===== config.mk =====
export PLATFORM = sky130hd
export DESIGN_NAME = bus_master_program_sequencer_flat
export DESIGN_NICKNAME = d
export VERILOG_FILES = /design/src/rtl/bus_master_program_sequencer_pkg.sv /design/src/rtl/bus_master_program_sequencer_if.sv /design/src/rtl/bus_master_program_sequencer_prog_store.sv /design/src/rtl/bus_master_program_sequencer.sv /design/src/flat_wrapper.sv
export SDC_FILE = /design/constraint.sdc
export NUM_CORES = 2
export LEC_CHECK = 0
export BUFFER_PORTS_ARGS = -buffer_cell sky130_fd_sc_hd__clkbuf_2
export CAP_MARGIN = 30
export CORE_UTILIZATION = 30
export DETAILED_ROUTE_END_ITERATION = 8
export GPL_TIMING_DRIVEN = 0
export SLEW_MARGIN = 25
export SYNTH_ARGS = -nofsm -noshare
export SYNTH_HDL_FRONTEND = slang
export SYNTH_MEMORY_MAX_BITS = 65536
export SYNTH_SLANG_ARGS = --single-unit

===== constraint.sdc =====
create_clock -name i_clk -period 5.5 [get_ports i_clk]
set_clock_uncertainty 0.1 [all_clocks]
set_input_delay 0.275 -clock i_clk [delete_from_list [all_inputs] [get_ports i_clk]]
set_output_delay 0.275 -clock i_clk [all_outputs]
set_load 0.05 [all_outputs]

===== src/rtl/bus_master_program_sequencer_pkg.sv =====
// Shared encodings for the program sequencer: bus status, burst/size codes,
// program markers and FSM states.
package bus_master_program_sequencer_pkg;

  localparam logic [1:0] S_START = 2'b00;
  localparam logic [1:0] S_CONT  = 2'b01;
  localparam logic [1:0] S_IDLE  = 2'b10;
  localparam logic [1:0] S_BUSY  = 2'b11;

  localparam logic [3:0] BURST1    = 4'd0;
  localparam logic [3:0] BURST2    = 4'd1;
  localparam logic [3:0] BURST4    = 4'd2;
  localparam logic [3:0] BURST8    = 4'd3;
  localparam logic [3:0] BURST16   = 4'd4;
  localparam logic [3:0] BURST32   = 4'd5;
  localparam logic [3:0] BURST64   = 4'd6;
  localparam logic [3:0] BURSTPAGE = 4'd7;

  localparam logic [1:0] SIZE_B  = 2'd0;
  localparam logic [1:0] SIZE_HW = 2'd1;
  localparam logic [1:0] SIZE_W  = 2'd2;
  localparam logic [1:0] SIZE_DW = 2'd3;

  localparam logic READ  = 1'b0;
  localparam logic WRITE = 1'b1;

  localparam logic [31:0] PROGRAM_ADDRESS_SEQUENCE = 32'h3FFF_FFFF;
  localparam logic [6:0]  PROG_TERMINATOR          = 7'h7F;

  typedef struct packed {
    logic [3:0] burst;
    logic [1:0] size;
    logic       we;
  } ctl_t;

  typedef enum logic [1:0] {
    ST_IDLE  = 2'd0,
    ST_REQ   = 2'd1,
    ST_ISSUE = 2'd2,
    ST_FIN   = 2'd3
  } state_t;

  // Page bursts (and unused codes) are issued as a single beat.
  function automatic logic [7:0] burst_beats(input logic [3:0] b);
    if (b <= BURST64) return 8'd1 << b;
    else              return 8'd1;
  endfunction

endpackage


===== src/rtl/bus_master_program_sequencer_if.sv =====
// Master-side bus to the arbiter/mux: request/grant handshake plus beat signals.
interface bus_master_program_sequencer_if #(
  parameter int ADDR_W = 32,
  parameter int DATA_W = 32
);
  logic              req;
  logic              ack;
  logic              ready;
  logic [DATA_W-1:0] rdata;
  logic [ADDR_W-1:0] address;
  logic [DATA_W-1:0] wdata;
  logic [8:0]        control;

  modport master (output req, address, wdata, control, input ack, ready, rdata);
  modport slave  (input req, address, wdata, control, output ack, ready, rdata);
endinterface


===== src/rtl/bus_master_program_sequencer_prog_store.sv =====
// Program entry store: synchronous write, combinational read. No reset on contents.
module bus_master_program_sequencer_prog_store #(
  parameter int DEPTH = 64,
  parameter int W     = 71,
  localparam int AW   = $clog2(DEPTH)
) (
  input  logic          i_clk,
  input  logic          i_we,
  input  logic [AW-1:0] i_waddr,
  input  logic [W-1:0]  i_wdata,
  input  logic [AW-1:0] i_raddr,
  output logic [W-1:0]  o_rdata
);
  logic [W-1:0] r_mem [DEPTH];

  always_ff @(posedge i_clk) begin
    if (i_we) r_mem[i_waddr] <= i_wdata;
  end

  assign o_rdata = r_mem[i_raddr];
endmodule


===== src/rtl/bus_master_program_sequencer.sv =====
// Captures a program of bus entries, then replays them as bursts on trigger,
// honouring arbiter grant at transaction boundaries and slave wait states.
module bus_master_program_sequencer
  import bus_master_program_sequencer_pkg::*;
#(
  parameter int DEPTH  = 64,
  parameter int ADDR_W = 32,
  parameter int DATA_W = 32
) (
  input  logic              i_clk,
  input  logic              i_reset,
  input  logic              i_prog,
  input  logic [ADDR_W-1:0] i_progaddress,
  input  logic [DATA_W-1:0] i_progdata,
  input  logic [6:0]        i_progcontrol,
  input  logic              i_trigger,
  bus_master_program_sequencer_if.master bus,
  output logic [DATA_W-1:0] o_rdata_out,
  output logic              o_rdata_valid,
  output logic              o_busy,
  output logic              o_done,
  output logic              o_overflow
);
  localparam int AW = $clog2(DEPTH);
  localparam int PW = AW + 1;   // one extra bit so a full store (== DEPTH) is representable
  localparam int EW = ADDR_W + DATA_W + 7;

  state_t            r_state, w_next;
  logic [PW-1:0]     r_wr_ptr, r_rd_ptr, r_len;
  logic [7:0]        r_beat;
  logic              r_prog_d, r_term, r_overflow, r_rvalid;
  logic [DATA_W-1:0] r_rdata;

  logic [EW-1:0]     w_rd_entry;
  logic [ADDR_W-1:0] w_addr;
  logic [DATA_W-1:0] w_data;
  ctl_t              w_ctl;
  logic [PW-1:0]     w_eff_ptr;
  logic              w_rise, w_is_term, w_prog_en, w_we, w_full;
  logic              w_issue, w_adv, w_last_beat, w_last_entry;

  assign w_rise    = i_prog && !r_prog_d;
  assign w_is_term = (i_progcontrol == PROG_TERMINATOR);
  assign w_prog_en = i_prog && (r_state == ST_IDLE) && !(r_term && !w_rise);
  assign w_eff_ptr = w_rise ? '0 : r_wr_ptr;
  assign w_full    = (w_eff_ptr == PW'(DEPTH));
  assign w_we      = w_prog_en && !w_is_term && !w_full;

  bus_master_program_sequencer_prog_store #(.DEPTH(DEPTH), .W(EW)) u_store (
    .i_clk   (i_clk),
    .i_we    (w_we),
    .i_waddr (w_eff_ptr[AW-1:0]),
    .i_wdata ({i_progaddress, i_progdata, i_progcontrol}),
    .i_raddr (r_rd_ptr[AW-1:0]),
    .o_rdata (w_rd_entry)
  );

  assign w_addr = w_rd_entry[EW-1 -: ADDR_W];
  assign w_data = w_rd_entry[7 +: DATA_W];
  assign w_ctl  = ctl_t'(w_rd_entry[6:0]);

  assign w_issue      = (r_state == ST_ISSUE);
  assign w_adv        = w_issue && bus.ready;
  assign w_last_beat  = (r_beat + 8'd1 == burst_beats(w_ctl.burst));
  assign w_last_entry = (r_rd_ptr + PW'(1) == r_len);

  always_ff @(posedge i_clk) begin
    if (i_reset) r_state <= ST_IDLE;
    else         r_state <= w_next;
  end

  always_comb begin
    w_next = r_state;
    case (r_state)
      ST_IDLE:  if (i_trigger && !i_prog) w_next = (r_len != '0) ? ST_REQ : ST_FIN;
      ST_REQ:   if (bus.ack) w_next = ST_ISSUE;
      ST_ISSUE: if (w_adv) begin
                  if (w_last_entry)               w_next = ST_FIN;
                  else if (w_last_beat && !bus.ack) w_next = ST_REQ;
                end
      ST_FIN:   w_next = ST_IDLE;
      default:  w_next = ST_IDLE;
    endcase
  end

  always_ff @(posedge i_clk) begin
    if (i_reset) begin
      r_wr_ptr   <= '0;
      r_len      <= '0;
      r_rd_ptr   <= '0;
      r_beat     <= '0;
      r_prog_d   <= 1'b0;
      r_term     <= 1'b0;
      r_overflow <= 1'b0;
      r_rvalid   <= 1'b0;
      r_rdata    <= '0;
    end else begin
      r_prog_d <= i_prog;
      r_rvalid <= 1'b0;
      if (!i_prog) r_term <= 1'b0;
      if (w_prog_en) begin
        if (w_rise) begin
          r_wr_ptr <= '0;
          r_len    <= '0;
        end
        if (w_is_term)   r_term     <= 1'b1;
        else if (w_full) r_overflow <= 1'b1;
        else begin
          r_wr_ptr <= w_eff_ptr + PW'(1);
          r_len    <= w_eff_ptr + PW'(1);
        end
      end
      if (r_state == ST_IDLE && i_trigger && !i_prog) begin
        r_rd_ptr <= '0;
        r_beat   <= '0;
      end
      if (w_adv) begin
        r_rd_ptr <= r_rd_ptr + PW'(1);
        r_beat   <= w_last_beat ? 8'd0 : r_beat + 8'd1;
        if (w_ctl.we == READ) begin
          r_rdata  <= bus.rdata;
          r_rvalid <= 1'b1;
        end
      end
    end
  end

  assign bus.req     = (r_state == ST_REQ) || w_issue;
  assign bus.address = w_issue ? w_addr : '0;
  assign bus.wdata   = w_issue ? w_data : '0;
  assign bus.control = w_issue ? {((r_beat == 8'd0) ? S_START : S_CONT), w_ctl}
                               : {S_IDLE, 7'b0};

  assign o_rdata_out   = r_rdata;
  assign o_rdata_valid = r_rvalid;
  assign o_busy        = (r_state != ST_IDLE);
  assign o_done        = (r_state == ST_FIN);
  assign o_overflow    = r_overflow;
endmodule


===== src/flat_wrapper.sv =====
// flat-port wrapper written by rule: the top's interface ports become plain ports
module bus_master_program_sequencer_flat import bus_master_program_sequencer_pkg::*;
#(
  parameter int DEPTH  = 64,
  parameter int ADDR_W = 32,
  parameter int DATA_W = 32
)
  (i_clk, i_reset, i_prog, i_progaddress, i_progdata, i_progcontrol, i_trigger, o_rdata_out, o_rdata_valid, o_busy, o_done, o_overflow, bus_req, bus_address, bus_wdata, bus_control, bus_ack, bus_ready, bus_rdata);
  bus_master_program_sequencer_if #(.ADDR_W(ADDR_W), .DATA_W(DATA_W)) bus_i ();
  input  logic i_clk;
  input  logic i_reset;
  input  logic i_prog;
  input  logic [ADDR_W-1:0] i_progaddress;
  input  logic [DATA_W-1:0] i_progdata;
  input  logic [6:0] i_progcontrol;
  input  logic i_trigger;
  output logic [DATA_W-1:0] o_rdata_out;
  output logic o_rdata_valid;
  output logic o_busy;
  output logic o_done;
  output logic o_overflow;
  output wire logic [$bits(bus_i.req)-1:0] bus_req;
  output wire logic [$bits(bus_i.address)-1:0] bus_address;
  output wire logic [$bits(bus_i.wdata)-1:0] bus_wdata;
  output wire logic [$bits(bus_i.control)-1:0] bus_control;
  input wire logic [$bits(bus_i.ack)-1:0] bus_ack;
  input wire logic [$bits(bus_i.ready)-1:0] bus_ready;
  input wire logic [$bits(bus_i.rdata)-1:0] bus_rdata;
  assign bus_req = bus_i.req;
  assign bus_address = bus_i.address;
  assign bus_wdata = bus_i.wdata;
  assign bus_control = bus_i.control;
  assign bus_i.ack = bus_ack;
  assign bus_i.ready = bus_ready;
  assign bus_i.rdata = bus_rdata;
  bus_master_program_sequencer #(.DEPTH(DEPTH), .ADDR_W(ADDR_W), .DATA_W(DATA_W)) u_core (.i_clk(i_clk), .i_reset(i_reset), .i_prog(i_prog), .i_progaddress(i_progaddress), .i_progdata(i_progdata), .i_progcontrol(i_progcontrol), .i_trigger(i_trigger), .bus(bus_i), .o_rdata_out(o_rdata_out), .o_rdata_valid(o_rdata_valid), .o_busy(o_busy), .o_done(o_done), .o_overflow(o_overflow));
endmodule

After elaboration in Yosys (flattened, before gate mapping). Memories as Yosys holds them, arrays and structs flattened. A register that Yosys moved wholly into a read port is not among the register bits. Cells that the tools add are included.

Bits in writable memories: 4544. Logic and storage cells: 89. Register bits after elaboration: 67. Memories: 1.

Memories: u_core.u_store.r_mem (words 64, width 71, rd ports 1, clocked after Yosys merged registers in 1, wr ports 1, line bus_master_program_sequencer_prog_store.sv:14) `logic [W-1:0] r_mem [DEPTH];`.

Shift operators: 1. Order comparisons: 1. Add/subtract/negate cells: 3. Equality and inequality tests: 11. Reductions and logical operators: 28. Bitwise operators: 3. Muxes and demuxes: 31.

Operator list (number): $mux 32 (2); $mux 7 (8); $mux 8 (4); $add 7x1->7 const B (2); $eq 7x7->1 const B (2); $mux 2 (6); $mux 6 (2); $logic_and 1x1->1 (11); $mux 9 (1); $add 8x1->8 const B (1); $eq 8x8->1 (1); $logic_not 8->1 (1); $pmux 2 s4 (1); $shl 1x4->8 const A (1); $eq 7x7->1 (1); $logic_not 1->1 (7); $mux 1 (7); $reduce_bool 7->1 (1); $ne 2x2->1 const B (3); $eq 2x2->1 const B (2); $le 4x3->1 const B (1); $reduce_and 4->1 (1); $reduce_bool 2->1 (2); $ne 3x3->1 const B (1); other kinds (7) (9).

Depth between registers and ports, before layout.
Depth in word-level cells: 10. Gate-level depth with buffers: 15. Gate-level depth less buffers: 11.

Cells and area by module. Synthesis repeated with hierarchy kept, for this count alone.

Cells, all modules: 7654. Area total of the unflattened synthesis: 175175.5 um2.

Modules (own cells, without submodules): bus_master_program_sequencer_prog_store (instances 1, cells an instance 7136, area an instance 171350.6 um2, seq. area each 136450.9 um2); bus_master_program_sequencer (instances 1, cells an instance 518, area an instance 3824.9 um2, seq. area each 1341.3 um2).

Least setup slack after synthesis. Ideal clock, no wire load.

Kind: register to register. From: register u_core.r_prog_d. To: memory u_core.u_store.r_mem[57][0] (enable). Path buffers: 1. Arrival: 4.667 ns. Stages on the path, launching flop included: 10. Required time: 4.899 ns. Setup time: 0.501 ns. Setup slack: 0.232 ns. Path through: dfxtp_1 > nand2b_1 > clkbuf_1 > nand2_1 > ha_1 > nand4_1 > o21ai_1 > nor2_1 > nand4b_1 > nor2_1.

Word-level cells in the longest chain between the ends: 10. Elaborated cells on any way between the ends: 13. Classes of those cells: eq/ne: 1; mux: 3; reduce/logical: 9.

Ends and longest elaborated chain: start: declaration (line bus_master_program_sequencer.sv:31) `logic r_prog_d, r_term, r_overflow, r_rvalid;`; start signal: assignment (line bus_master_program_sequencer.sv:98) `r_prog_d <= i_prog;`; $logic_not 1->1 (*) (line bus_master_program_sequencer.sv:42) `assign w_rise = i_prog && !r_prog_d;`; $logic_and 1x1->1 (*) (line bus_master_program_sequencer.sv:42); parallel branches: the longest is 8 deep, another holds $mux 7; end: declaration (line bus_master_program_sequencer_prog_store.sv:14).

Mark *: on every way between the ends.

==> reports/results.tsv <==
metric	value	unit
cts_tree	yes	
fillCellCount	51800	
power.share.clock	0.393	
viasPerCell	5.14	
instances_no_fill	16400	
drv_cap	0	
grt_max_degree	66	
area_growth	20.7	%
rr_worst_depth	14	
multi_input_area	36800	um2
final_net_count	8326	
vdd_drop_max	0.281	mV
critPathMaxStageDelay	0.54	ns
gr-total-overflow	0	
grt_util_all_layers	0.159	
holdWs	0.153	ns
finalCriticalPeriod	5.46	ns
synthAdderAreaFrac	0.000711	
seq_area	138000	um2
ys_ff_latch	4617	
die_x	768	um
rows	280	
p_leak	63.7	nW
drt-total-wl	483000	um
antenna_left	0	
grt_pass1_wl	671000	um
clockBufferDepth	4	
finalHoldViolCount	0	
cts.sinks	4617	
via_count	84200	
synthSimpleGateAreaFrac	0.00997	
power.density	356	nW/um2
cp_slowest_cell	mux4_2	
htreeDepth	5	
avgSynthCellArea	25.1	um2
first_pass_iters	6	
run_status	finished clean	
syn_inst	7016	
worstPathMaxFanout	19	
worstSkewPairLatency	1.00	ns
drv_slew	0	
power_frac_comb	0.092	
path_clk_slew	0.06	ns
die_area	589000	um2
io_buffers	217	
fin_ws	0.0355	ns
place.gp.congestion	0.792	
max_freq	183	MHz
final_common_cell	edfxtp_1	
criticalPathCategory	flop to primary output	
required	5.12	ns
start_util	0.302	
switching_share	0.228	
fp.dieH	768	um
p_total	0.0756	W
worstSetupStartpointType	flop	
cp.arrival	5.09	ns
endpoint_kind	primary output	
syn-num-nets	7135	
drcViolationCount	0	
intPower	0.0583	W
fin_crit_sh	0.994	
path_cells	buf_4, buf_8, buf_12, clkbuf_8, clkbuf_8, buf_12, clkbuf_8, mux4_2, mux4_2, mux4_2, and2_1, clkbuf_2	
seq_area_frac_synth	0.784	
drive_above_1_share	0.358	
hold_class	primary input to flop	
dp_cells	15400	
synth_mux_area_frac	0.191	
hold_depth	2	
synth.distinct_cells	61	
synth_edf_count	4544	
p_seq_frac	0.515	
drt_first_iter_violations	11300	
io_pins	219	
synth_flop_cell	edfxtp_1	
grt_pass1_vias	86000	
cts_root_buffer	clkbuf_16	
r2r_slack	0.23	ns
setup_viol	0	
placed_area	195000	um2
maxSlewHeadroom	0.301	
antenna_found_initial	49	
final_area	212000	um2
cts_buffers	444	
synthArstFlopShare	0	
tightest_slew	1.05	ns
hpwlAfterDp	336000	um
synth_xor_area_frac	0.000896	
yosysWarnings	0	
synth-compound-area-share	0.00407	
wl_per_cell	29.5	um
synth_top_family_by_area	multiplexers	
syn-cell-area	176000	um2
core_area	583000	um2
post-place-ws	-1.25	ns
switchingPower	0.0173	W
mostFrequentLayoutCells	edfxtp_1 (4544), mux4_2 (1469), clkbuf_16 (459)	
[critical path: cells and delay by family (launching register included)]
family | cells | cell delay [ns]
muxes | 3 | 1.33
DFF | 1 | 0.40
and+or+nand+nor | 1 | 0.31
buffers and inverters | 8 | 1.93
[path summary, 6_finish.rpt]
check,from,end
max,flop,bus_address[17]
min,i_progaddress[21],u_core.u_store.r_mem[62][60]
min reg2reg,u_core.r_term,u_core.r_term
max reg2reg,flop,u_core.r_state[1]
[power by group through the flow]
stage	logic, W	clock network [W]	registers (W)
after floorplan	0.00395	0	0.0397
after global placement	0.00642	0	0.0397
after detailed placement	0.00679	0	0.0397
after CTS	0.00706	0.0301	0.0389
after global routing	0.00738	0.0314	0.0389
final	0.00698	0.0297	0.0389
[cell families (layout without fill, tap and decap cells)]
family,Yosys count,count (layout)
other cells,0,30
simple gates,363,363
mux,1517,1517
flops,4617,4617
fa+ha+maj,10,10
xor+xnor,18,18
compound gates,109,109
buf+inv,382,1945
[metrics by stage]
stage               TNS [ns]   util
floorplan                  0      -
global placement           -  0.320
detailed placement    -72.65  0.335
CTS                        0  0.363
global route          -0.129  0.364
finish                     0  0.364
[flip-flops by register name, summed over array words and instances, names as in the netlist, named ones only]
register / count
u_core.u_store.r_mem: 4544
u_core.o_rdata_out: 32
u_core.r_beat: 8
u_core.r_len: 7
u_core.r_rd_ptr: 7
u_core.r_wr_ptr: 7
u_core.r_state: 2
u_core.o_overflow: 1
u_core.o_rdata_valid: 1
u_core.r_prog_d: 1
u_core.r_term: 1
[Yosys cell counts, drive strengths merged (8+ instances only)]
cell type | instances | share of area
xnor2 | 8 | 0.00040
mux4 | 1469 | 0.19
nand3 | 28 | 0.00080
nor2b | 15 | 0.00053
edfxtp | 4544 | 0.78
a21oi | 29 | 0.00083
mux2i | 41 | 0.0023
nand2 | 55 | 0.0012
nor3 | 15 | 0.00043
o21ai | 22 | 0.00063
buf | 120 | 0.0037
xor2 | 10 | 0.00050
inv | 15 | 0.00032
and2 | 72 | 0.0026
ha | 10 | 0.00071
nor2 | 145 | 0.0031
dfxtp | 73 | 0.0083
clkbuf | 245 | 0.0052
a22oi | 14 | 0.00060
[timing repair]
item	CTS	global route
hold endpoints to repair	1969	2432
setup buffers	1	2
gates cloned	1	0
hold buffers	116	38
pin swaps	0	1
gates resized for setup	369	26
endpoints found under the setup margin	67	31
[cell type report]
type	instances	share of cell area
diodes	30	0.000354
plain buffers	358	0.0123
clock buffers	541	0.0549
clock inverters	277	0.0114
inverters	17	0.000301
multi-input cells	2017	0.173
flip-flops and latches	4617	0.649
well taps	7755	0.0457
repair buffers	752	0.0521
[per-layer routing]
layer,vias to the layer above,track usage,share of wire
met1,46100,0.214,0.39
met3,759,0.0341,0.094
met4,16,0.0496,0.031
met2,4292,0.259,0.48
li1,33000,-,-
met5,-,0,0.00020
Power figures use the tool's default switching activity.
